===== config.mk =====
export PLATFORM = sky130hd
export DESIGN_NAME = wb_stage
export DESIGN_NICKNAME = d
export VERILOG_FILES = /design/src/rtl/riscv_pkg.sv /design/src/rtl/wb_ret_fifo.sv /design/src/rtl/wb_stage.sv
export SDC_FILE = /design/constraint.sdc
export NUM_CORES = 1
export LEC_CHECK = 0
export BUFFER_PORTS_ARGS = -buffer_cell sky130_fd_sc_hd__buf_4
export CAP_MARGIN = 20
export CELL_PAD_IN_SITES_DETAIL_PLACEMENT = 0
export CELL_PAD_IN_SITES_GLOBAL_PLACEMENT = 1
export CORE_MARGIN = 5
export CORE_UTILIZATION = 35
export CTS_CLUSTER_DIAMETER = 120
export DETAILED_ROUTE_END_ITERATION = 6
export MAX_ROUTING_LAYER = met4
export PLACE_DENSITY = 0.69
export SLEW_MARGIN = 20
export SYNTH_ARGS = -nofsm -noshare
export SYNTH_HDL_FRONTEND = slang
export SYNTH_SLANG_ARGS = --single-unit

===== constraint.sdc =====
create_clock -name clk_i -period 3.51 [get_ports clk_i]
set_input_delay 0.351 -clock clk_i [delete_from_list [all_inputs] [get_ports clk_i]]
set_output_delay 0.351 -clock clk_i [all_outputs]
set_load 0.05 [all_outputs]

===== src/rtl/riscv_pkg.sv =====
// riscv_pkg: shared writeback types, load funct3 codes and the long-latency return entry
package riscv_pkg;
  localparam int XLEN = 32;
  typedef enum logic [1:0] {RES_ALU = 2'b00, RES_LOAD = 2'b01, RES_PC4 = 2'b10} result_src_t;
  localparam logic [2:0] F3_LB  = 3'b000;
  localparam logic [2:0] F3_LH  = 3'b001;
  localparam logic [2:0] F3_LW  = 3'b010;
  localparam logic [2:0] F3_LBU = 3'b100;
  localparam logic [2:0] F3_LHU = 3'b101;
  typedef struct packed {
    logic [4:0]      rd;
    logic [XLEN-1:0] data;
  } lu_entry_t;
endpackage


===== src/rtl/wb_ret_fifo.sv =====
// wb_ret_fifo: sync FIFO of long-latency results; push ignored when full, pop ignored when empty
module wb_ret_fifo
  import riscv_pkg::*;
#(
  parameter int DEPTH = 2
) (
  input  logic                   clk_i,
  input  logic                   reset_ni,
  input  logic                   push_i,
  input  lu_entry_t              entry_i,
  input  logic                   pop_i,
  output lu_entry_t              head_o,
  output logic                   full_o,
  output logic                   empty_o,
  output logic [$clog2(DEPTH):0] count_o
);
  localparam int AW = $clog2(DEPTH);
  logic [AW-1:0] wr_q, wr_d, rd_q, rd_d;
  logic [AW:0]   cnt_q, cnt_d;
  logic          push, pop;
  lu_entry_t     mem_q [DEPTH];

  assign full_o  = cnt_q == (AW+1)'(DEPTH);
  assign empty_o = cnt_q == '0;
  assign count_o = cnt_q;
  assign head_o  = mem_q[rd_q];
  assign push    = push_i & !full_o;
  assign pop     = pop_i & !empty_o;

  // next pointers wrap naturally because DEPTH is a power of two
  always_comb begin
    wr_d  = push ? wr_q + AW'(1) : wr_q;
    rd_d  = pop ? rd_q + AW'(1) : rd_q;
    cnt_d = cnt_q + (AW+1)'(push) - (AW+1)'(pop);
  end

  // pointer and occupancy state
  always_ff @(posedge clk_i or negedge reset_ni) begin
    if (!reset_ni) begin
      wr_q  <= '0;
      rd_q  <= '0;
      cnt_q <= '0;
    end else begin
      wr_q  <= wr_d;
      rd_q  <= rd_d;
      cnt_q <= cnt_d;
    end
  end

  // storage needs no reset: occupancy qualifies every read
  always_ff @(posedge clk_i) begin
    if (push) mem_q[wr_q] <= entry_i;
  end
endmodule


===== src/rtl/wb_stage.sv =====
// wb_stage: MEM/WB register, load formatting and reg-file write-port arbitration.
// Optional WB_LU_BYPASS_EN lets a long-latency result write in its arrival cycle when the port and FIFO are idle.
module wb_stage
  import riscv_pkg::*;
#(
  parameter int WIDTH    = 32,
  parameter int LQ_DEPTH = 2
) (
  input  logic                      clk_i,
  input  logic                      reset_ni,
  input  logic                      stall_i,
  input  logic                      flush_i,
  input  logic                      mem_valid_i,
  input  logic                      mem_we_i,
  input  logic [4:0]                mem_rd_i,
  input  logic [1:0]                mem_result_src_i,
  input  logic [2:0]                mem_funct3_i,
  input  logic [WIDTH-1:0]          mem_alu_result_i,
  input  logic [WIDTH-1:0]          mem_load_data_i,
  input  logic [WIDTH-1:0]          mem_pc_plus4_i,
  input  logic                      lu_valid_i,
  input  logic [4:0]                lu_rd_i,
  input  logic [WIDTH-1:0]          lu_data_i,
  output logic                      lu_ready_o,
  output logic [$clog2(LQ_DEPTH):0] lq_count_o,
  output logic [4:0]                a3_o,
  output logic [WIDTH-1:0]          wd3_o,
  output logic                      we3_o
);
  logic             valid_q, valid_d, done_q, done_d, we_q;
  logic [4:0]       rd_q;
  logic [1:0]       src_q;
  logic [2:0]       f3_q;
  logic [WIDTH-1:0] alu_q, ld_q, pc4_q, ld_fmt, result;
  logic [7:0]       b;
  logic [15:0]      h;
  logic             pw, deq, byp, full, empty;
  lu_entry_t        head, entry;

  assign pw  = valid_q & we_q & (rd_q != 5'd0) & !done_q;
  assign deq = !pw & !empty;
`ifdef WB_LU_BYPASS_EN
  assign byp = !pw & empty & lu_valid_i;
`else
  assign byp = 1'b0;
`endif
  assign lu_ready_o = !full;
  assign entry      = '{rd: lu_rd_i, data: XLEN'(lu_data_i)};

  // a held instruction writes once: done latches after its grant while stalled
  always_comb begin
    valid_d = stall_i ? valid_q & !flush_i : mem_valid_i & !flush_i;
    done_d  = stall_i & (done_q | pw);
  end

  // MEM/WB pipeline register
  always_ff @(posedge clk_i or negedge reset_ni) begin
    if (!reset_ni) begin
      valid_q <= 1'b0;
      done_q  <= 1'b0;
      we_q    <= 1'b0;
      rd_q    <= '0;
      src_q   <= '0;
      f3_q    <= '0;
      alu_q   <= '0;
      ld_q    <= '0;
      pc4_q   <= '0;
    end else begin
      valid_q <= valid_d;
      done_q  <= done_d;
      if (!stall_i) begin
        we_q  <= mem_we_i;
        rd_q  <= mem_rd_i;
        src_q <= mem_result_src_i;
        f3_q  <= mem_funct3_i;
        alu_q <= mem_alu_result_i;
        ld_q  <= mem_load_data_i;
        pc4_q <= mem_pc_plus4_i;
      end
    end
  end

  // load extraction by byte offset, then result select (reserved source falls back to ALU)
  always_comb begin
    b      = ld_q[{alu_q[1:0], 3'b000} +: 8];
    h      = ld_q[{alu_q[1], 4'b0000} +: 16];
    ld_fmt = f3_q == F3_LB  ? {{(WIDTH-8){b[7]}}, b} :
             f3_q == F3_LBU ? {{(WIDTH-8){1'b0}}, b} :
             f3_q == F3_LH  ? {{(WIDTH-16){h[15]}}, h} :
             f3_q == F3_LHU ? {{(WIDTH-16){1'b0}}, h} : ld_q;
    result = src_q == RES_LOAD ? ld_fmt : src_q == RES_PC4 ? pc4_q : alu_q;
  end

  // write port: pipeline first, then FIFO head, then optional same-cycle bypass
  always_comb begin
    a3_o  = pw ? rd_q : deq ? head.rd : byp ? lu_rd_i : 5'd0;
    wd3_o = pw ? result : deq ? WIDTH'(head.data) : byp ? lu_data_i : '0;
    we3_o = pw | (deq & (head.rd != 5'd0)) | (byp & (lu_rd_i != 5'd0));
  end

  wb_ret_fifo #(.DEPTH(LQ_DEPTH)) u_fifo (
    .clk_i   (clk_i),
    .reset_ni(reset_ni),
    .push_i  (lu_valid_i & !byp),
    .entry_i (entry),
    .pop_i   (deq),
    .head_o  (head),
    .full_o  (full),
    .empty_o (empty),
    .count_o (lq_count_o)
  );
endmodule


==> qor.csv <==
stage,metric,value,unit
die,Die Ht,169.7,um
global_routing,initial antenna violation count,1,
sta,Worst slew margin,0.3320,
hold_path,Min-Delay Path Class,in -> reg,
routing,"antenna viol nets, final",0,
sta,final setup fails,0,
sta,period utilization,0.9095,
worst_setup_path,Critical Path Source Type,flop,
sta,unrepaired setup endpoints after global routing,no,
die,total I/O pin count,191,
routing,routed wire length per instance,21.74,um
die,Rows,58,
power_and_ir_drop,Pwr per Cell Area,700.8,nW/um2
outcome,status,"complete, no violations",
worst_setup_path,Crit Path Max Fanout,26,
clock_network,TritonCTS buffer count,17,
power_and_ir_drop,static leakage,4.609,nW
job,Max Cap Violations,0,
layout,FF/Latch Area,5051,um2
logic_synthesis,Post-Syn Nets,792,
routing,drt first-iter violations,401,
clock_network,Worst-path clk slew,0.07,ns
power_and_ir_drop,peak supply drop,417.7,uV
worst_setup_path,worst endpoint required time,3.16,ns
die,Die X,169.7,um
sta,Final Max Tran Viols,0,
layout,Syn-to-layout area delta,26.65,%
sta,Max Freq,0.3132,GHz
global_routing,All-Layer GR Usage,0.1806,
layout,post-route cell area,11300,um2
clock_network,post-CTS resize count,0,
global_routing,gr ovfl total,0,
die,die footprint,28800,um2
logic_synthesis,gate count of the mapped netlist,640,
logic_synthesis,ys async rst share,0.6043,
logic_synthesis,number of synthesized register bits,187,
logic_synthesis,"area leader, netlist",dfrtp_1,
clock_network,CTS tree,done,
global_routing,number of global-route vias before repair,6182,
sta,Fin Setup TNS,0,ns
sta,Fin Clk Skew,0.01021,ns
routing,1st-pass router iterations,4,
global_routing,largest net degree at the start of global routing,72,
logic_synthesis,"Seq/Total Area, Yosys",0.5657,
sta,fin crit period,3.192,ns
clock_network,# clock sinks,187,
clock_network,clock buffer depth,2,
place,port bufs,190,
layout,multi-input logic area,3592,um2
routing,detailed-route via count,5987,
clock_network,clk root buf,clkbuf_16,
sta,Worst Tran Pin Value,1.002,ns
routing,final wirelength,25260,um
global_routing,global-route wire length before repair,37980,um
die,Initial Utilization,0.3545,
routing,vias per std cell,5.152,
logic_synthesis,"Primary FF master, synth",dfrtp_1,
logic_synthesis,yosys warns,0,
die,core area,25180,um2
worst_setup_path,critical path class,reg -> out,
place,dpl hpwl,18640,um
clock_network,H-tree Lvls,4,
place,gpl congestion,0.8680,
routing,# DRC,0,
worst_setup_path,crit path DAT,2.84,ns
logic_synthesis,Synth area leaders,"dfrtp_1, edfxtp_1, mux2_2, mux2i_1, o221ai_1",
logic_synthesis,Syn Std Cell Area,8926,um2
worst_setup_path,Worst setup EP type,primary output,
sta,final hold vios,0,
layout,FILL cells,2305,
logic_synthesis,Synth top area share,0.3168,
layout,share of layout cells above drive strength 1,0.4850,
clock_network,Worst-Skew Late Latency,0.44,ns
logic_synthesis,synth unique cells,48,
logic_synthesis,Avg Inst Size Synth,13.95,um2
place,Placed Area,10690,um2
layout,# nets final,970,
logic_synthesis,"EDFF count, synth",74,
==> sequential cells by signal, summed over array words and instances (netlist names) <==
signal	count
alu_q	32
done_q	1
f3_q	3
ld_q	32
pc4_q	32
rd_q	5
src_q	2
u_fifo.count_o	2
u_fifo.mem_q	74
u_fifo.rd_q	1
u_fifo.wr_q	1
valid_q	1
we_q	1
==> cells in the final DEF, fill, tap and decap left out, types with 2 or more instances in the layout <==
master	netlist	routed
buf_4	0	207
nand3b_1	4	4
nand2_1	15	15
inv_8	0	4
xnor2_1	5	5
inv_1	10	10
o21a_1	17	17
mux2_2	139	139
nor2b_1	4	4
a22o_1	12	12
mux4_2	5	5
a221oi_1	9	9
a21oi_1	2	2
nand2b_1	3	3
edfxtp_1	74	74
o22ai_1	23	23
clkbuf_16	0	17
o21ai_0	9	9
nor3b_1	3	3
nand3_1	3	3
a31oi_1	5	5
dfrtp_1	113	112
nor3_1	2	2
inv_6	0	4
o311a_1	3	3
bufinv_16	0	2
a21o_1	3	3
or4_1	3	3
clkinv_4	0	4
ha_1	2	2
o22ai_2	9	9
mux2i_1	41	41
buf_12	0	2
o21bai_1	3	3
nor2_1	23	22
o221ai_1	29	29
==> power breakdown <==
group | internal (mW) | switching (mW)
clock | 1.08 | 0.914
combinational | 1.07 | 1.90
sequential | 2.66 | 0.292
total | 4.81 | 3.11
==> layer usage <==
layer / global-route usage / vias to the layer above / wire, um
met5: - / - / 0
li1: - / 2831 / -
met1: 0.2443 / 2990 / 11500
met4: 0.04550 / 0 / 346
met2: 0.2745 / 147 / 12000
met3: 0.04472 / 19 / 1419
==> final timing paths <==
| kind | start | end | slack [ns] | cells after the start |
|---|---|---|---|---|
| min in group asynchronous | reset_ni | rd_q[4] | 0.47 | 2 |
| setup / recovery | rd_q[3] | wd3_o[11] | 0.32 | 6 |
| hold reg to reg | pc4_q[16] | pc4_q[16] | 0.51 | 1 |
| setup reg to reg | rd_q[3] | u_fifo.count_o[1] | 1.02 | 9 |
| hold / removal | flush_i | valid_q | 0.06 | 2 |
| max in group asynchronous | reset_ni | pc4_q[30] | 2.22 | 3 |
==> layout make-up <==
class,count,area share
Timing Repair Buffer,210,0.1419
Tap cell,330,0.03652
Clock buffer,18,0.03796
Sequential cell,187,0.4468
Inverter,10,0.003320
Clock inverter,14,0.01550
Multi-Input combinational cell,392,0.3178
Antenna cell,1,0.0002214
==> cell usage after synthesis (2+ instances only) <==
| library cell | count |
|---|---|
| mux2_2 | 139 |
| dfrtp_1 | 113 |
| edfxtp_1 | 74 |
| mux2i_1 | 41 |
| clkbuf_1 | 29 |
| o221ai_1 | 29 |
| nor2_1 | 23 |
| o22ai_1 | 23 |
| o21a_1 | 17 |
| buf_2 | 15 |
| nand2_1 | 15 |
| a22o_1 | 12 |
| inv_1 | 10 |
| a221oi_1 | 9 |
| o21ai_0 | 9 |
| o22ai_2 | 9 |
| buf_6 | 7 |
| a31oi_1 | 5 |
| mux4_2 | 5 |
| xnor2_1 | 5 |
| nand3b_1 | 4 |
| nor2b_1 | 4 |
| a21o_1 | 3 |
| nand2b_1 | 3 |
| nand3_1 | 3 |
| nor3b_1 | 3 |
| o21bai_1 | 3 |
| o311a_1 | 3 |
| or4_1 | 3 |
| a21oi_1 | 2 |
| ha_1 | 2 |
| nor3_1 | 2 |
==> critical path, stage by stage (launching register included) <==
cell      delay, ns
dfrtp_1        0.40
or4_4          0.56
o211ai_2       0.32
o21ai_4        0.31
buf_4          0.32
o22ai_1        0.24
buf_4          0.24
==> kinds of logic (layout without fill, tap and decap cells) <==
logic type,count (synthesis),in the layout,synth area share
DFF,187,187,0.5657
buffers and inverters,61,252,0.03364
muxes,185,185,0.2339
AOI/OAI and AO/OA,135,135,0.1228
adders and majority gates,2,2,0.002803
xor gates and xnor gates,5,5,0.004906
other,0,1,0
and+or+nand+nor,65,65,0.03616
==> stage by stage <==
| step | power [mW] | worst slack (ns) | instances | hold slack, ns | util |
|---|---|---|---|---|---|
| 2_1_floorplan | 4.973 | 0.1386 | 640 | 0.05541 | - |
| 3_3_place_gp | 5.980 | 0.8799 | 1128 | 0.4075 | 0.4244 |
| 3_5_place_dp | 6.000 | 0.8017 | 1128 | 0.4009 | 0.4244 |
| 4_1_cts | 8.010 | 0.3167 | 1161 | 0.04600 | 0.4488 |
| 5_1_grt | 8.259 | 0.2063 | 1162 | 0.05856 | 0.4489 |
| 6_report | 7.922 | 0.3176 | 1162 | 0.06416 | 0.4489 |
==> repair_timing <==
| item | 4_1_cts | 5_1_grt |
|---|---|---|
| endpoints found under the hold margin | 42 | 0 |
| setup buffers | 0 | 0 |
| hold buffers | 1 | 0 |
Note: power is estimated with default switching activity, not from simulation.
